$ cat config.mk
export PLATFORM = sky130hd
export DESIGN_NAME = rv_alu_seq_flat
export DESIGN_NICKNAME = d
export VERILOG_FILES = /design/src/rtl/rv_alu_seq_if.sv /design/src/rtl/rv_alu_seq.sv /design/src/flat_wrapper.sv
export SDC_FILE = /design/constraint.sdc
export NUM_CORES = 2
export LEC_CHECK = 0
export CELL_PAD_IN_SITES_DETAIL_PLACEMENT = 1
export CELL_PAD_IN_SITES_GLOBAL_PLACEMENT = 1
export CORE_MARGIN = 2
export CORE_UTILIZATION = 41
export CTS_BUF_LIST = sky130_fd_sc_hd__clkbuf_4 sky130_fd_sc_hd__clkbuf_8 sky130_fd_sc_hd__clkbuf_16
export DETAILED_ROUTE_END_ITERATION = 16
export MAX_ROUTING_LAYER = met4
export PLACE_DENSITY_LB_ADDON = 0.1
export SLEW_MARGIN = 5
export SYNTH_ARGS = -nofsm -noshare
export SYNTH_HDL_FRONTEND = slang
export SYNTH_SLANG_ARGS = --single-unit
$ cat constraint.sdc
create_clock -name clk_i -period 5.3 [get_ports clk_i]
set_clock_uncertainty 0.05 [all_clocks]
set_input_delay 0.53 -clock clk_i [delete_from_list [all_inputs] [get_ports clk_i]]
set_output_delay 0.53 -clock clk_i [all_outputs]
set_load 0.02 [all_outputs]
$ cat src/rtl/rv_alu_seq_if.sv
// Issue/writeback handshake bundle for rv_alu_seq: request with operands in,
// registered result with a one-cycle valid pulse out.
interface rv_alu_seq_if #(
    parameter int XLEN = 64
);
    logic            valid_i;
    logic [4:0]      op_sel_i;
    logic [XLEN-1:0] op1_i;
    logic [XLEN-1:0] op2_i;
    logic            ready_o;
    logic            valid_o;
    logic [XLEN-1:0] result_o;

    modport master (
        output valid_i, op_sel_i, op1_i, op2_i,
        input  ready_o, valid_o, result_o
    );

    modport slave (
        input  valid_i, op_sel_i, op1_i, op2_i,
        output ready_o, valid_o, result_o
    );
endinterface

$ cat src/rtl/rv_alu_seq.sv
// Execute-stage ALU: single-cycle RV64I ops plus iterative unsigned mul/div.
// Define RV_ALU_SEQ_DIV_EN to compile in the restoring divider (divu/remu).
//
// state | meaning
// IDLE  | ready; single-cycle ops complete here, multi-cycle ops start
// CALC  | busy; one mul/div iteration per cycle, XLEN iterations
// DONE  | final result registered, valid_o pulses, new request accepted
module rv_alu_seq #(
    parameter int XLEN = 64,
    parameter int SHW  = $clog2(XLEN)
) (
    input  logic          clk_i,
    input  logic          rst_n_i,
    rv_alu_seq_if.slave   bus
);
    localparam logic [4:0] OP_AND   = 5'b00000;
    localparam logic [4:0] OP_OR    = 5'b00001;
    localparam logic [4:0] OP_ADD   = 5'b00010;
    localparam logic [4:0] OP_XOR   = 5'b00011;
    localparam logic [4:0] OP_SLL   = 5'b00100;
    localparam logic [4:0] OP_SRL   = 5'b00101;
    localparam logic [4:0] OP_SUB   = 5'b00110;
    localparam logic [4:0] OP_SLTU  = 5'b00111;
    localparam logic [4:0] OP_SLT   = 5'b01000;
    localparam logic [4:0] OP_NOR   = 5'b01100;
    localparam logic [4:0] OP_SRA   = 5'b01101;
    localparam logic [4:0] OP_MUL   = 5'b10000;
    localparam logic [4:0] OP_MULHU = 5'b10001;
`ifdef RV_ALU_SEQ_DIV_EN
    localparam logic [4:0] OP_DIVU  = 5'b10100;
    localparam logic [4:0] OP_REMU  = 5'b10101;
`endif

    typedef enum logic [1:0] {
        IDLE = 2'd0,
        CALC = 2'd1,
        DONE = 2'd2
    } state_t;

    state_t            state_q, state_d;
    logic [SHW-1:0]    cnt_q;
    logic [2*XLEN-1:0] acc_q, acc_next;
    logic [XLEN-1:0]   opnd_q;
    logic              hi_sel_q;
    logic [XLEN-1:0]   result_q;
    logic              valid_q;
    logic              ready;
    logic              accept;
    logic              last_iter;
    logic              is_multi;
    logic              multi_hi;
    logic [XLEN-1:0]   single_res;
    logic [SHW-1:0]    shamt;
    logic [XLEN:0]     mul_sum;
`ifdef RV_ALU_SEQ_DIV_EN
    logic              div_q;
    logic              multi_div;
    logic [XLEN:0]     div_trial;
`endif

    assign accept = bus.valid_i & ready;
    assign shamt  = bus.op2_i[SHW-1:0];

    always_comb begin
        is_multi = 1'b0;
        multi_hi = 1'b0;
`ifdef RV_ALU_SEQ_DIV_EN
        multi_div = 1'b0;
`endif
        case (bus.op_sel_i)
            OP_MUL:   is_multi = 1'b1;
            OP_MULHU: begin is_multi = 1'b1; multi_hi = 1'b1; end
`ifdef RV_ALU_SEQ_DIV_EN
            OP_DIVU:  begin is_multi = 1'b1; multi_div = 1'b1; end
            OP_REMU:  begin is_multi = 1'b1; multi_div = 1'b1; multi_hi = 1'b1; end
`endif
            default:  ;
        endcase
    end

    always_comb begin
        single_res = '0;
        case (bus.op_sel_i)
            OP_AND:  single_res = bus.op1_i & bus.op2_i;
            OP_OR:   single_res = bus.op1_i | bus.op2_i;
            OP_ADD:  single_res = bus.op1_i + bus.op2_i;
            OP_XOR:  single_res = bus.op1_i ^ bus.op2_i;
            OP_SUB:  single_res = bus.op1_i - bus.op2_i;
            OP_SLTU: single_res = {{(XLEN-1){1'b0}}, bus.op1_i < bus.op2_i};
            OP_SLT:  single_res = {{(XLEN-1){1'b0}}, $signed(bus.op1_i) < $signed(bus.op2_i)};
            OP_NOR:  single_res = ~(bus.op1_i | bus.op2_i);
            OP_SLL:  single_res = bus.op1_i << shamt;
            OP_SRL:  single_res = bus.op1_i >> shamt;
            OP_SRA:  single_res = $unsigned($signed(bus.op1_i) >>> shamt);
            default: single_res = '0;
        endcase
    end

    // acc_q is {hi, lo}: mul keeps partial product in hi and the multiplier in lo;
    // div keeps the remainder in hi and shifts the quotient into lo.
    always_comb begin
        mul_sum = {1'b0, acc_q[2*XLEN-1:XLEN]} + {1'b0, opnd_q};
        if (acc_q[0]) begin
            acc_next = {mul_sum, acc_q[XLEN-1:1]};
        end else begin
            acc_next = {1'b0, acc_q[2*XLEN-1:1]};
        end
`ifdef RV_ALU_SEQ_DIV_EN
        div_trial = {acc_q[2*XLEN-1:XLEN], acc_q[XLEN-1]} - {1'b0, opnd_q};
        if (div_q) begin
            // With a zero divisor every trial succeeds, giving all-ones and op1.
            if (!div_trial[XLEN]) begin
                acc_next = {div_trial[XLEN-1:0], acc_q[XLEN-2:0], 1'b1};
            end else begin
                acc_next = {acc_q[2*XLEN-2:0], 1'b0};
            end
        end
`endif
    end

    always_ff @(posedge clk_i) begin
        if (!rst_n_i) begin
            state_q <= IDLE;
        end else begin
            state_q <= state_d;
        end
    end

    always_comb begin
        state_d   = state_q;
        ready     = 1'b1;
        last_iter = 1'b0;
        case (state_q)
            IDLE, DONE: begin
                if (accept && is_multi) begin
                    state_d = CALC;
                end else begin
                    state_d = IDLE;
                end
            end
            CALC: begin
                ready     = 1'b0;
                last_iter = (cnt_q == SHW'(XLEN-1));
                if (last_iter) begin
                    state_d = DONE;
                end
            end
            default: state_d = IDLE;
        endcase
    end

    always_ff @(posedge clk_i) begin
        if (!rst_n_i) begin
            cnt_q    <= '0;
            acc_q    <= '0;
            opnd_q   <= '0;
            hi_sel_q <= 1'b0;
            result_q <= '0;
            valid_q  <= 1'b0;
`ifdef RV_ALU_SEQ_DIV_EN
            div_q    <= 1'b0;
`endif
        end else begin
            valid_q <= 1'b0;
            if (accept) begin
                if (is_multi) begin
                    cnt_q    <= '0;
                    hi_sel_q <= multi_hi;
`ifdef RV_ALU_SEQ_DIV_EN
                    div_q    <= multi_div;
                    acc_q    <= {{XLEN{1'b0}}, multi_div ? bus.op1_i : bus.op2_i};
                    opnd_q   <= multi_div ? bus.op2_i : bus.op1_i;
`else
                    acc_q    <= {{XLEN{1'b0}}, bus.op2_i};
                    opnd_q   <= bus.op1_i;
`endif
                end else begin
                    result_q <= single_res;
                    valid_q  <= 1'b1;
                end
            end else if (state_q == CALC) begin
                acc_q <= acc_next;
                cnt_q <= cnt_q + SHW'(1);
                if (last_iter) begin
                    result_q <= hi_sel_q ? acc_next[2*XLEN-1:XLEN] : acc_next[XLEN-1:0];
                    valid_q  <= 1'b1;
                end
            end
        end
    end

    assign bus.ready_o  = ready;
    assign bus.valid_o  = valid_q;
    assign bus.result_o = result_q;
endmodule
$ cat src/flat_wrapper.sv
// flat-port wrapper written by rule: the top's interface ports become plain ports
module rv_alu_seq_flat 
#(
    parameter int XLEN = 64,
    parameter int SHW  = $clog2(XLEN)
)
  (clk_i, rst_n_i, bus_valid_i, bus_op_sel_i, bus_op1_i, bus_op2_i, bus_ready_o, bus_valid_o, bus_result_o);
  rv_alu_seq_if #(.XLEN(XLEN)) bus_i ();
  input  logic clk_i;
  input  logic rst_n_i;
  input wire logic [$bits(bus_i.valid_i)-1:0] bus_valid_i;
  input wire logic [$bits(bus_i.op_sel_i)-1:0] bus_op_sel_i;
  input wire logic [$bits(bus_i.op1_i)-1:0] bus_op1_i;
  input wire logic [$bits(bus_i.op2_i)-1:0] bus_op2_i;
  output wire logic [$bits(bus_i.ready_o)-1:0] bus_ready_o;
  output wire logic [$bits(bus_i.valid_o)-1:0] bus_valid_o;
  output wire logic [$bits(bus_i.result_o)-1:0] bus_result_o;
  assign bus_i.valid_i = bus_valid_i;
  assign bus_i.op_sel_i = bus_op_sel_i;
  assign bus_i.op1_i = bus_op1_i;
  assign bus_i.op2_i = bus_op2_i;
  assign bus_ready_o = bus_i.ready_o;
  assign bus_valid_o = bus_i.valid_o;
  assign bus_result_o = bus_i.result_o;
  rv_alu_seq #(.XLEN(XLEN), .SHW(SHW)) u_core (.clk_i(clk_i), .rst_n_i(rst_n_i), .bus(bus_i));
endmodule
Word-level counts from Yosys, hierarchy flattened
Cells that the tools add are included.

Add/sub/neg operators: 4. Multiply operators: 0. Divide/modulo/power cells: 0. Order comparisons: 2. Equality and inequality tests: 18. Shifts and indexed selects: 3. Muxes and demuxes: 24. Bitwise operators: 5. Reduce and logical (&&, ||, !) cells: 10.

Operator list (count): 64-bit one-hot mux with 11 select lines (1); 128-bit 2-to-1 mux (4); 64-bit 2-to-1 mux (5); 64-bit < comparator (2); 64-bit by 64-bit adder with 65-bit output (1); 64-bit adder (1); 64-bit bitwise AND (1); 64-bit inverter (1); 64-bit bitwise OR (1); 64-bit by 6-bit left shift with 64-bit output (1); 64-bit by 6-bit >> shifter with 64-bit output (1); 64-bit by 6-bit >>> shifter with 64-bit output (1); 64-bit subtractor (1); 64-bit XOR (1); 5-bit by 3-bit equality test with 1-bit output (second input constant) (4); 6-bit 2-to-1 mux (3); 5-bit by 4-bit equality test with 1-bit output (second input constant) (3); 5-bit by 2-bit equality test with 1-bit output (second input constant) (2); 5-bit equality test (second input constant) (2); 1-bit 2-to-1 mux (9); 6-bit by 1-bit adder with 6-bit output (second input constant) (1); 6-bit equality test (second input constant) (1); 5-bit by 1-bit equality test with 1-bit output (second input constant) (1); 5-bit zero test (1); 13 further kinds (17).

Bits in registers: 266. Latch bits: 0. Bits in writable memories: 0. Bits in read-only memories: 0. Bits of input ports: 136. Output and inout bits: 66. Logic and storage cells: 73. Memories: 0.

Depth between registers and ports, before layout
Depth after elaboration: 6. Mapped depth: 20. Mapped depth without buffers: 16.

Worst setup path after synthesis
Ideal clock, no wire load.

Path type: input port to flip-flop. Start point: in bus_op2_i[3]. End point: reg u_core.result_q[58] (netlist: u_core.bus.result_o[58]). Library setup time: 128 ps. Arrival: 4899 ps. Required time: 5122 ps. Setup slack: 222 ps. Stages: 19. Path buffers: 6. Cell sequence: clkbuf_1 inv_1 buf_1 clkbuf_1 buf_1 clkbuf_1 ha_1 buf_4 a221oi_2 nor4b_2 o41ai_4 o2111ai_2 a2111oi_2 o2111ai_2 o221ai_1 a211oi_1 xnor2_1 a311oi_1 a31oi_1.

Longest elaborated chain between the ends: 4. Elaborated cells on any way between the ends: 8. Those cells by class: add/sub: 2; shift: 3; mux: 3.

Ends and longest elaborated chain: start, declared (RTL line flat_wrapper.sv:14) `input wire logic [$bits(bus_i.op2_i)-1:0] bus_op2_i;`; 64-bit subtractor, or another cell as far along (RTL line rv_alu_seq.sv:88) `OP_SUB: single_res = bus.op1_i - bus.op2_i;`; 64-bit one-hot mux with 11 select lines * (RTL line rv_alu_seq.sv:83) `case (bus.op_sel_i)`; 64-bit 2-to-1 mux * (RTL line rv_alu_seq.sv:166) `if (is_multi) begin`; 64-bit 2-to-1 mux * (RTL line rv_alu_seq.sv:165) `if (accept) begin`; end signal, assigned (RTL line rv_alu_seq.sv:178) `result_q <= single_res;`; end signal, assigned (RTL line rv_alu_seq.sv:185) `result_q <= hi_sel_q ? acc_next[2*XLEN-1:XLEN] : acc_next[XLEN-1:0];`; end, declared (RTL line rv_alu_seq.sv:45) `logic [XLEN-1:0] result_q;`.

Mark *: on every way between the ends. The rest lies on a longest branch, timed or not. The select of a mux whose other input is x is not followed. A chain may end at the register's enable or synchronous reset.

Worst setup path after layout
Start point: reg u_core.acc_q[64]. End point: reg u_core.result_q[61] (netlist: u_core.bus.result_o[61]).

Longest elaborated chain between the ends: 6.

Ends and longest elaborated chain: start, declared (RTL line rv_alu_seq.sv:42) `logic [2*XLEN-1:0] acc_q, acc_next;`; start signal, assigned (RTL line rv_alu_seq.sv:174) `acc_q <= {{XLEN{1'b0}}, bus.op2_i};`; start signal, assigned (RTL line rv_alu_seq.sv:182) `acc_q <= acc_next;`; 64-bit by 64-bit adder with 65-bit output (RTL line rv_alu_seq.sv:102) `mul_sum = {1'b0, acc_q[2*XLEN-1:XLEN]} + {1'b0, opnd_q};`; 128-bit 2-to-1 mux (RTL line rv_alu_seq.sv:103) `if (acc_q[0]) begin`; 64-bit 2-to-1 mux (RTL line rv_alu_seq.sv:185); 64-bit 2-to-1 mux (RTL line rv_alu_seq.sv:184) `if (last_iter) begin`; 64-bit 2-to-1 mux (RTL line rv_alu_seq.sv:181) `end else if (state_q == CALC) begin`; 64-bit 2-to-1 mux (RTL line rv_alu_seq.sv:165).

No other way between the ends. The select of a mux whose other input is x is not followed.

==> results.tsv <==
metric	value	unit
hold_viol	0	
clkTransAtPathRegs	0.06	ns
start_util	41.2	%
grt_pass1_vias	42400	
clk_path_buf_depth	3	
use_met3	10.7	%
slew_headroom	13.9	%
synth_top_family_by_area	compound AO/OA/AOI/OAI gates	
reg2reg_slack	0.57	ns
wl_per_cell	34.4	um
min_period	4.73	ns
synth_ff_type	dfxtp_1	
critical_path_class	reg2reg	
cp_max_fo	5	
cts-buffers-inserted	35	
yosys.area_share.xor_xnor	3.01	%
status	completed	
ant_nets	0	
final_common_cell	nor2_1	
setup_viol	0	
synth_edf_count	0	
wirelength	217	mm
worstHoldStart	u_core.opnd_q[12]	
synth_compound_area_share	32.9	%
instances_no_fill	6304	
drt-initial-drc-count	4951	
power.density	199	nW/um2
synth-seq-cells	266	
synth_adder_area_share	9.48	%
clock_latency	0.60	ns
synthMuxAreaShare	12.4	%
drc	0	
multi_input_area	27200	um2
arrival	5.15	ns
dieArea	87600	um2
worst_pin_slew	1.29	ns
min_path_type	reg2reg	
max-cap-violations	0	
yosys_warnings	0	
setup_tns	0	ns
hold_depth	2	
yosys.area_share.simple	19.7	%
cts_max_level	2	
cts_tree	done	
postSynthAreaPerCell	6.97	um2
grt_antenna_before_repair	13	
global_route.overflow_total	0	
via_count	43600	
grt_pass1_wl	305	mm
p_leak	15.6	nW
start_kind	register	
cts_sinks	266	
grt_max_degree	133	
ctsResizeCount	0	
synth_cell_type_count	96	
p_total	8.02	mW
rows	107	
drive_gt1_share	10.6	%
viasPerCell	6.91	
cp-end-kind	register	
port_buffers	201	
cts_hold_buf	0	
final_max_slew_viol_count	0	
fin_hold_ws	0.412	ns
core	84900	um2
timing.rr.end	u_core.bus.result_o[61]	
die_w	296	um
grt_usage	49.4	%
dpl.cell_count	6226	
reg2reg_from	u_core.acc_q[64]	
hold_end	u_core.opnd_q[12]	
syn_inst	5016	
fmax	0.211	GHz
nets	5518	
fill_cells	10900	
hpwl	171	mm
async_flop_share	0	%
grt_busiest_layer	met2	
register_area	5330	um2
place.gp.congestion	1.10	
fin_crit_sh	89.3	%
drt-pass1-iter-count	6	
grtUsageMet1	58.1	%
pin_count	202	
areaGrowthSynthToFinish	15.4	%
die_height	296	um
post_cts_buffers	0	
final_cell_mix	665 x nor2_1, 567 x a21oi_1, 564 x nand2_1	
root_buffer	clkbuf_16	
reg2reg_depth	14	
seq_area_frac_synth	15.2	%
syn_nets	5415	
rsz0062_at_grt	no	
required	5.71	ns
synth_area	35000	um2
vdd.ir_drop.worst	0.370	mV
grt_use_met2	74.2	%
==> how the worst max path moves through the flow <==
stage                              endpoint  depth (start not counted)  slack (ns)        startpoint
global placement    u_core.bus.result_o[63]                         16        0.28     bus_op1_i[42]
global route        u_core.bus.result_o[61]                         14        0.45  u_core.acc_q[64]
CTS                  u_core.bus.result_o[0]                         14        0.70     bus_op2_i[31]
finish              u_core.bus.result_o[61]                         14        0.57  u_core.acc_q[64]
floorplan           u_core.bus.result_o[58]                         19        0.22      bus_op2_i[3]
detailed placement  u_core.bus.result_o[60]                         14        0.12     bus_op2_i[31]
==> cells in the mapped netlist (35+ instances only) <==
cell type  count  area (um2)
o21bai_1      64         480
a21oi_1      567        2840
nor2_1       668        2510
dfxtp_1      266        5330
clkbuf_1     294        1100
o31ai_1       43         323
a31oi_1       83         519
buf_1         68         255
o211ai_1     116         871
mux4_2       107        2410
a211oi_1      68         510
a221oi_1      74         648
a21o_1        59         443
inv_1        238         893
nand3_1       84         420
nor3_1        75         375
xnor2_1       93         815
nor4_1        35         219
buf_2         41         205
o21ai_0      399        2000
nand2_1      568        2130
nand4_1       52         325
ha_1         260        3250
mux2i_1      165        1650
==> final cells by class <==
class                           count  share of cell area (%)
Antenna cell                       17                   0.105
Clock buffer                       49                    2.57
Clock inverter                     12                   0.422
Inverter                          244                    2.30
Multi-Input combinational cell   4095                    67.4
Sequential cell                   266                    13.2
Tap cell                         1144                    3.55
Timing Repair Buffer              477                    10.5
==> per-stage QoR <==
stage                     setup WS (ns)  utilization, %  instance area (um2)
after floorplan                   0.222               -                35000
final                             0.566            47.5                40300
after global placement            0.279            46.0                39100
after CTS                         0.698            47.5                40300
after global routing              0.454            47.5                40300
after detailed placement          0.123            46.0                39100
==> power by group <==
group          internal [mW]  total (mW)  switching (mW)
Combinational           1.09        3.29            2.20
Sequential              2.05        2.12          0.0632
Clock                   1.52        2.62            1.10
Total                   4.66        8.02            3.36
==> critical path, stage by stage, from the launching register on <==
cell and delay, ns:
dfxtp_1 0.37, ha_1 0.26, fa_1 0.26, a21oi_1 0.11
o21ai_1 0.21, nand4_1 0.17, a211oi_1 0.48, nor2_1 0.22
o31ai_4 0.40, a22oi_1 0.25, and2_1 0.35, nor4_1 0.69
mux2i_1 0.37, nor2_1 0.11, o31a_1 0.30
==> routing by layer <==
layer	vias up	wire length [um]
met4	0	19600
met5	-	0
met1	21500	83200
li1	18600	-
met2	2708	93900
met3	788	20500
==> registers in the layout, indices dropped and copies added (netlist names) <==
signal / cells
u_core.acc_q: 128
u_core.hi_sel_q: 1
u_core.opnd_q: 64
u_core.cnt_q: 6
u_core.bus.result_o: 64
u_core.state_q: 2
u_core.bus.valid_o: 1
==> kinds of logic (layout without fill, tap and decap cells) <==
logic type | after synthesis | after routing
xor gates and xnor gates | 120 | 120
other | 0 | 17
and+or+nand+nor | 1616 | 1616
muxes | 296 | 296
AOI/OAI and AO/OA | 1800 | 1800
buffers and inverters | 655 | 782
DFF | 266 | 266
adders and majority gates | 263 | 263
Power figures use the tool's default switching activity.
